File: src/rtl/usb_pkg.sv
// Shared USB definitions: CRC5 constants, token field widths, token receiver
// state encoding and the single-bit CRC5 LFSR step.
package usb_pkg;

  localparam int TOKEN_PAYLOAD_W = 11;
  localparam int CRC5_W          = 5;

  // Generator x^5+x^2+1 with the x^5 term implicit.
  localparam logic [CRC5_W-1:0] CRC5_POLY     = 5'b00101;
  localparam logic [CRC5_W-1:0] CRC5_INIT     = 5'b11111;
  // LFSR value left after a payload plus its inverted CRC field.
  localparam logic [CRC5_W-1:0] CRC5_RESIDUAL = 5'b01100;

  typedef enum logic [1:0] {
    ST_IDLE,
    ST_PAYLOAD,
    ST_CRC,
    ST_DONE
  } state_e;

  // One serial LFSR step for wire-order bit b.
  function automatic logic [CRC5_W-1:0] crc5_step(input logic [CRC5_W-1:0] crc,
                                                  input logic              b,
                                                  input logic [CRC5_W-1:0] poly);
    logic fb;
    fb = b ^ crc[CRC5_W-1];
    return {crc[CRC5_W-2:0], 1'b0} ^ (fb ? poly : '0);
  endfunction

endpackage

File: src/rtl/usb_crc5_lfsr.sv
// Serial USB CRC5 LFSR. init reloads the seed; en steps in data. When both are
// set in one cycle the step is applied on top of the fresh seed, so the first
// bit of a frame can arrive together with the restart. Shared with the token
// transmitter path, which reads crc; the receiver checks crc_next.
module usb_crc5_lfsr
  import usb_pkg::*;
#(
  parameter logic [CRC5_W-1:0] POLY = CRC5_POLY,
  parameter logic [CRC5_W-1:0] INIT = CRC5_INIT
) (
  input  logic              clk,
  input  logic              rst_n,
  input  logic              init,
  input  logic              en,
  input  logic              data,
  output logic [CRC5_W-1:0] crc,
  output logic [CRC5_W-1:0] crc_next
);

  logic [CRC5_W-1:0] crc_q, crc_d, base;

  // Next LFSR value: optional reseed followed by an optional step.
  always_comb begin
    base  = init ? INIT : crc_q;
    crc_d = en ? crc5_step(base, data, POLY) : base;
  end

  // LFSR register.
  always_ff @(posedge clk or negedge rst_n) begin
    if (!rst_n) crc_q <= INIT;
    else        crc_q <= crc_d;
  end

  assign crc      = crc_q;
  assign crc_next = crc_d;

endmodule

File: src/rtl/usb_token_crc5_rx.sv
// USB token receive checker: takes the 11 post-PID payload bits (LSB-first)
// followed by the 5-bit CRC field, runs the CRC5 LFSR over all 16 bits and
// reports address/endpoint with a done pulse and a residual check.
// Optional build macro: USB_ADDR_FILTER_EN qualifies omatch with idev_addr.
module usb_token_crc5_rx
  import usb_pkg::*;
#(
  parameter logic [CRC5_W-1:0] POLY     = CRC5_POLY,
  parameter logic [CRC5_W-1:0] INIT     = CRC5_INIT,
  parameter logic [CRC5_W-1:0] RESIDUAL = CRC5_RESIDUAL
) (
  input  logic       iclk,
  input  logic       irst_n,
  input  logic       istart,
  input  logic       ivalid,
  input  logic       idata,
  input  logic       iabort,
  input  logic [6:0] idev_addr,
  output logic [6:0] oaddr,
  output logic [3:0] oendp,
  output logic       odone,
  output logic       ocrc_ok,
  output logic       omatch,
  output logic       obusy
);

  state_e                     state_q, state_d;
  logic [3:0]                 count_q, count_d;
  logic [TOKEN_PAYLOAD_W-1:0] payload_q, payload_d;
  logic [6:0]                 addr_q, addr_d;
  logic [3:0]                 endp_q, endp_d;
  logic                       done_q, done_d;
  logic                       crc_ok_q, crc_ok_d;
  logic                       match_q, match_d;

  logic              in_frame, accept_bit, crc_ok_next, match_next;
  logic [CRC5_W-1:0] crc_next, lfsr_crc_unused;

  // Bits are taken only inside a frame; abort discards the bit beside it.
  assign in_frame    = (state_q == ST_PAYLOAD) || (state_q == ST_CRC);
  assign accept_bit  = in_frame && ivalid && !iabort;
  assign crc_ok_next = (crc_next == RESIDUAL);

`ifdef USB_ADDR_FILTER_EN
  assign match_next = crc_ok_next && (payload_q[6:0] == idev_addr);
`else
  logic addr_unused;
  assign addr_unused = ^idev_addr;
  assign match_next  = crc_ok_next;
`endif

  usb_crc5_lfsr #(
    .POLY (POLY),
    .INIT (INIT)
  ) u_lfsr (
    .clk      (iclk),
    .rst_n    (irst_n),
    .init     (istart),
    .en       (istart || accept_bit),
    .data     (idata),
    .crc      (lfsr_crc_unused),
    .crc_next (crc_next)
  );

  // Frame sequencing and next values of all registered outputs.
  always_comb begin
    // NOTE: every signal gets a default here so no path can infer a latch.
    state_d   = state_q;
    count_d   = count_q;
    payload_d = payload_q;
    addr_d    = addr_q;
    endp_d    = endp_q;
    done_d    = 1'b0;
    crc_ok_d  = crc_ok_q;
    match_d   = match_q;

    if (istart) begin
      // Restart from any state; the start cycle carries payload bit 0.
      state_d   = ST_PAYLOAD;
      count_d   = 4'd1;
      payload_d = {idata, {(TOKEN_PAYLOAD_W-1){1'b0}}};
      crc_ok_d  = 1'b0;
      match_d   = 1'b0;
    end else begin
      unique case (state_q)
        ST_PAYLOAD, ST_CRC: begin
          if (iabort) begin
            state_d  = ST_IDLE;
            count_d  = 4'd0;
            crc_ok_d = 1'b0;
          end else if (ivalid) begin
            count_d = count_q + 4'd1;
            if (state_q == ST_PAYLOAD) begin
              // LSB-first shift: after 11 bits bit 0 sits in payload[0].
              payload_d = {idata, payload_q[TOKEN_PAYLOAD_W-1:1]};
              if (count_q == 4'd10) state_d = ST_CRC;
            end else if (count_q == 4'd15) begin
              // 16th bit: results appear together with the DONE state.
              state_d  = ST_DONE;
              count_d  = 4'd0;
              done_d   = 1'b1;
              crc_ok_d = crc_ok_next;
              match_d  = match_next;
              addr_d   = payload_q[6:0];
              endp_d   = payload_q[10:7];
            end
          end
        end
        ST_DONE: state_d = ST_IDLE;
        default: ;
      endcase
    end
  end

  // State and output registers.
  always_ff @(posedge iclk or negedge irst_n) begin
    if (!irst_n) begin
      state_q   <= ST_IDLE;
      count_q   <= 4'd0;
      payload_q <= '0;
      addr_q    <= '0;
      endp_q    <= '0;
      done_q    <= 1'b0;
      crc_ok_q  <= 1'b0;
      match_q   <= 1'b0;
    end else begin
      // NOTE: non-blocking updates so every flop samples pre-edge values.
      state_q   <= state_d;
      count_q   <= count_d;
      payload_q <= payload_d;
      addr_q    <= addr_d;
      endp_q    <= endp_d;
      done_q    <= done_d;
      crc_ok_q  <= crc_ok_d;
      match_q   <= match_d;
    end
  end

  assign oaddr   = addr_q;
  assign oendp   = endp_q;
  assign odone   = done_q;
  assign ocrc_ok = crc_ok_q;
  assign omatch  = match_q;
  assign obusy   = in_frame;

endmodule

File: config.mk
export PLATFORM = sky130hd
export DESIGN_NAME = usb_token_crc5_rx
export DESIGN_NICKNAME = d
export VERILOG_FILES = /design/src/rtl/usb_pkg.sv /design/src/rtl/usb_crc5_lfsr.sv /design/src/rtl/usb_token_crc5_rx.sv
export SDC_FILE = /design/constraint.sdc
export NUM_CORES = 1
export LEC_CHECK = 0
export BUFFER_PORTS_ARGS = -buffer_cell sky130_fd_sc_hd__buf_2
export CAP_MARGIN = 0
export CORE_MARGIN = 2
export CORE_UTILIZATION = 50
export CTS_CLUSTER_DIAMETER = 100
export DETAILED_ROUTE_END_ITERATION = 16
export PLACE_DENSITY = 0.72
export SYNTH_ARGS = -nofsm -noshare
export SYNTH_HDL_FRONTEND = slang
export SYNTH_SLANG_ARGS = --single-unit
File: constraint.sdc
create_clock -name iclk -period 4.5 [get_ports iclk]
set_input_delay 1.125 -clock iclk [delete_from_list [all_inputs] [get_ports iclk]]
set_output_delay 1.125 -clock iclk [all_outputs]
set_load 0.05 [all_outputs]
# After elaboration in Yosys (flattened, before gate mapping)
# Cells that the tools add are included.
[totals] out_inout_bits=15 ff_bits=36 input_bits=13 elab_cells=82
[classes] reduce_logical=19 mux=36 bitwise=5 addsub=1 n_eq_ne=12
[op_table] cell="11-bit two-way mux" n=5
[op_table] cell="4-bit two-way mux" n=6
[op_table] cell="1-bit two-way mux" n=15
[op_table] cell="2-bit two-way mux" n=6
[op_table] cell="4-bit AND reduction" n=3
[op_table] cell="5-bit two-way mux" n=2
[op_table] cell="5-bit != test (second input constant)" n=2
[op_table] cell="3-bit nonzero test" n=3
[op_table] cell="4-bit equality test (second input constant)" n=2
[op_table] cell="2-bit nonzero test" n=4
[op_table] cell="6-bit AND reduction" n=1
[op_table] cell="5-bit by 4-bit equality test with 1-bit output (second input constant)" n=1
[op_table] cell="5-bit AND reduction" n=1
[op_table] cell="5-bit bitwise XOR" n=1
[op_table] cell="4-bit by 1-bit adder with 4-bit output (second input constant)" n=1
[op_table] cell="2-bit equality test (second input constant)" n=2
[op_table] cell="2-bit != test (second input constant)" n=2
[op_table] cell="4-bit != test (second input constant)" n=1
[op_table] cell="2-bit case mux with 2 select lines" n=1
[op_table] cell="3-bit two-way mux" n=1
[op_table] cell="3-bit != test (second input constant)" n=1
[op_table] cell="1-bit NOT" n=3
[op_table] cell="2-bit by 1-bit equality test with 1-bit output (second input constant)" n=1
[op_table] cell="1-bit logical AND" n=2
[op_table] cell="5 further kinds" n=6

# Depth between registers and ports, before layout
[depth] word_depth=13 depth_mapped=8 depth_no_buf=6

# Cells and area by module
# From an unflattened synthesis, not the netlist that was laid out.
[hier_totals] cells_unflattened=153 hier_area_um2=1729.2
[modules_own_cells] module="usb_token_crc5_rx" area_per_inst_um2=1472.7 cells_each=130 instances=1 seq_area_each_um2=775.7
[modules_own_cells] module="usb_crc5_lfsr" area_per_inst_um2=256.5 cells_each=23 instances=1 seq_area_each_um2=131.4

# Worst setup path before layout
# Ideal clock, no wire load.
[synth_timing] path_type="in2reg" from="in ivalid" to="reg addr_q[0], in the netlist oaddr[0]" cell_stages=6 arrival_ns=2.446 n_path_buf=3 setup_ns=0.125 t_required_ns=4.375 path_slack_ns=1.930 cell_sequence="buf_4 > or3b_1 > buf_6 > nor3_4 > buf_6 > mux2_2"
[synth_via] elab_chain_cells=1
[synth_lines] item="start, declared" line_no="usb_token_crc5_rx.sv:15" text="input logic ivalid,"
[synth_lines] item="6-bit AND reduction (no source line)"
[synth_lines] item="end signal, assigned" line_no="usb_token_crc5_rx.sv:131" text="addr_q <= addr_d;"
[synth_lines] item="end, declared" line_no="usb_token_crc5_rx.sv:30" text="logic [6:0] addr_q, addr_d;"
# Every way passes these cells.
# A chain may end at the register's enable or synchronous reset.

# Final worst setup path
[layout_timing] from="reg state_q[0]" to="out obusy"
[layout_via] elab_chain_cells=2 elab_cells_between_ends=3 cone_classes="eq/ne: 2; reduce/logical: 1"
[layout_lines] item="start, declared" line_no="usb_token_crc5_rx.sv:27" text="state_e state_q, state_d;"
[layout_lines] item="start signal, assigned" line_no="usb_token_crc5_rx.sv:128" text="state_q <= state_d;"
[layout_lines] item="2-bit by 1-bit equality test with 1-bit output or 2-bit equality test (tied branches)" line_no="usb_token_crc5_rx.sv:40" text="assign in_frame = (state_q == ST_PAYLOAD) || (state_q == ST_CRC);"
[layout_lines] item="1-bit logical OR (*)" line_no="usb_token_crc5_rx.sv:40"
[layout_lines] item="end, declared" line_no="usb_token_crc5_rx.sv:24" text="output logic obusy"
# Mark *: on every way between the ends. The rest lies on a longest branch, timed or not.

==> key figures <==
Run status
  • Status: completed

GRT
  • Total routing usage reported by global routing: roughly 18%
  • Grt ovf: 0
  • Antenna violations before repair: 0
  • Number of global-route vias before repair: about 1200
  • Global-route wire length before repair: between 5000 and 6000 um
  • Maximum number of pins on one net before global-route repair: 37

Place
  • Port Buffer Count: 20
  • Routability congestion estimate from global placement: between 0.8 and 0.9
  • Post-DP HPWL: about 2100 um

Yosys
  • Library cells used by synthesis: 38
  • Number of warning messages in the yosys log: 0
  • Post-Syn Instances: between 150 and 200
  • Synth top area cells: dfrtp_1 (45%), mux2_2 (8.5%), dfstp_2 (7.7%)
  • Syn Nets: 180
  • Portion of the post-synthesis area used by sequential elements: between 50% and 60%
  • Post-Syn Area: around 0.0017 mm2
  • Number of synthesized flops with an enable pin: 0
  • Largest area contributor in the netlist: dfrtp_1
  • Async set or reset register ratio after synthesis: 100.0%
  • Yosys top cell area share: 45.29%
  • Flop and latch count out of synthesis: 36
  • Synthesized area per cell: about 11 um2
  • Synth Flop Type: dfrtp_1

Critical path
  • Kind of end point of the critical path: output pin
  • Crit-path slowest cell: ha_1
  • Worst reg2reg setup slack: about 1900 ps
  • Arrival time of data at the critical path endpoint: between 1500 and 2000 ps
  • Highest fanout seen on the critical path: 13
  • Crit Path Category: reg -> out
  • Worst Path Required: 3380 ps
  • Slowest Stage Delay on Critical Path: ~560 ps
  • Kind of launch point of the worst setup path: flip-flop
  • Critical Path, Cell by Cell: ha_1 > inv_1 > buf_2

Timing
  • Worst slew margin relative to its limit: about 48%
  • Setup Viol. Count Final: 0
  • RSZ-0062 raised after global routing: false
  • Fmax: 0.3625 GHz
  • Period Utilization, post-route: between 60% and 70%
  • Slew at the pin closest to its max-slew limit: 782.7 ps
  • Minimum clock period after layout: roughly 2800 ps
  • Max-slew violation count: 0
  • Final hold viol count: 0
  • Post-Route Setup TNS: 0 ps
  • Layout Skew: 14.58 ps

Drt
  • Starting DRC count in detailed routing: 52
  • Vias post-DR: between 1000 and 1500
  • First-pass iteration count of the detailed router: 4
  • Count of antenna-violating nets left after detailed routing: 0
  • Drt total wl: 3052 um
  • Routed wirelength normalized by instance count: 13.39 um
  • Number of vias per cell after detailed routing: between 5 and 6
  • Final routed DRC violation total: 0

Power
  • Clock power share: between 30% and 40%
  • Switching Fraction: between 20% and 30%
  • PnR Total Power: approximately 630 uW
  • Lkg Pwr: a little under 0.0009 uW
  • Flop pwr share: a little over half
  • Logic gate share of total power: around a tenth
  • Highest ir drop seen on vdd: 0.1771 mV
  • Cell-internal power: 469.9 uW
  • Net Switching: 157.0 uW
  • Power per standard cell area: about 330 mW/mm2

Layout
  • Area Growth Syn to Fin: 10.74%
  • Register Area: 907.1 um2
  • Final layout net count: between 150 and 200
  • Leading cell types in the layout, fill and taps excluded: dfrtp_1 (31), nand2_1 (25), a21oi_1 (22)
  • Commonest non-fill, non-tap cell in the layout: dfrtp_1
  • Final antenna diode count: 0
  • Filler instances: 300
  • Layout cell share with drive strength beyond 1: a little over a quarter
  • Multi-input combinational cell area: between 700 and 800 um2

Clock tree
  • Post CTS Setup Buffer Count: 0
  • Clock tree from TritonCTS: done
  • Cts bufs inserted: 5
  • Clock root buffer: clkbuf_4
  • Hold Buf Count CTS: 0
  • Clock Pin Slew Worst Setup and Hold Paths: 110 ps
  • Clock network latency to the later pin of the worst-skew pair: 340 ps
  • Maximum clock insertion buffer count: 2
  • Number of sinks driven by the clock tree: 36
  • H-tree depth reported by CTS: 2
  • Number of gates resized after cts: 0

Floorplan
  • Die H: about 63 um
  • Site row count: 21
  • Total I/O pin count: 28
  • Die area: 0.003910 mm2
  • Initial cell density of the core: around 52%
  • Die W: roughly 63 um
  • Area of the core: approximately 0.0033 mm2

Job
  • Max-capacitance violation count: 0

Worst hold path
  • HP Class: reg -> reg
==> layout make-up <==
class	instances	share of cell area, %
clock buffer	5	1.979
clock inverter	3	2.243
sequential	36	47.82
tap	46	3.034
inverter	3	0.5937
multi-input combinational	115	39.05
timing repair buffer	20	5.277
==> power groups by stage <==
stage | sequential (uW) | clock, uW | combinational [uW]
2_1_floorplan | 346 | 0 | 44.9
3_3_place_gp | 347 | 0 | 57.8
3_5_place_dp | 348 | 0 | 59.9
4_1_cts | 341 | 232 | 60.3
5_1_grt | 343 | 251 | 66.7
6_report | 342 | 225 | 60.0
==> through the flow <==
step / setup WS, ps / std cells / area, um2 / util (%) / hold WS, ps
2_1_floorplan: 1930 / 163 / 1713 / - / 479.2
3_3_place_gp: 1548 / 220 / 1817 / 54.88 / 485.1
3_5_place_dp: 1525 / 220 / 1817 / 54.88 / 492.1
4_1_cts: 1728 / 228 / 1897 / 57.29 / 519.4
5_1_grt: 1624 / 228 / 1897 / 57.29 / 540.0
6_report: 1741 / 228 / 1897 / 57.29 / 513.7
==> cells by family after synthesis <==
family,share of synthesized area [%]
compound gates,13.15
buf+inv,3.798
xor+xnor,1.534
simple gates,17.09
mux,8.546
fa+ha+maj,2.922
flops,52.96
==> metal layers <==
layer  up-vias  wire length (um)  share of wire (%)  track usage, %
met3         5               111                3.6           5.405
li1        603                 -                  -               -
met5         -                 0                  0               0
met1       617              1375                 45           21.45
met4         0                45                1.5           6.667
met2        17              1520                 50           29.44
==> critical path, delay by kind of cell (launching register included) <==
| family | cells | cell delay, ps |
|---|---|---|
| flip-flops | 1 | 450 |
| adder cells (fa/ha/maj) | 1 | 560 |
| buffers and inverters | 2 | 290 |
==> cell usage after synthesis (all sizes together) (2+ instances only) <==
library cell and count:
a21oi 22, buf 4, clkbuf 5, dfrtp 31, dfstp 5, ha 4
inv 3, mux2 13, nand2 25, nand3b 4, nor2 11, nor3 3
nor3b 2, o21ai 7, o21bai 3, xnor2 3
==> state kept, by name (all words and copies together), names as in the netlist <==
name,flops
oaddr,7
count_q,4
odone,1
state_q,2
omatch,1
ocrc_ok,1
oendp,4
u_lfsr.crc,5
payload_q,11
==> final timing paths <==
| kind | depth (start not counted) | start | to |
|---|---|---|---|
| max | 3 | state_q[0]$_DFFE_PN0P_ | obusy |
| min | 1 | oaddr[0]$_DFFE_PN0P_ | oaddr[0]$_DFFE_PN0P_ |
| max reg2reg | 4 | state_q[0]$_DFFE_PN0P_ | oaddr[1]$_DFFE_PN0P_ |
| min reg2reg | 1 | oaddr[0]$_DFFE_PN0P_ | oaddr[0]$_DFFE_PN0P_ |
| max in group asynchronous | 1 | irst_n | payload_q[0]$_DFFE_PN0P_ |
| min in group asynchronous | 1 | irst_n | payload_q[5]$_DFFE_PN0P_ |
(Power assumes the default switching activity.)
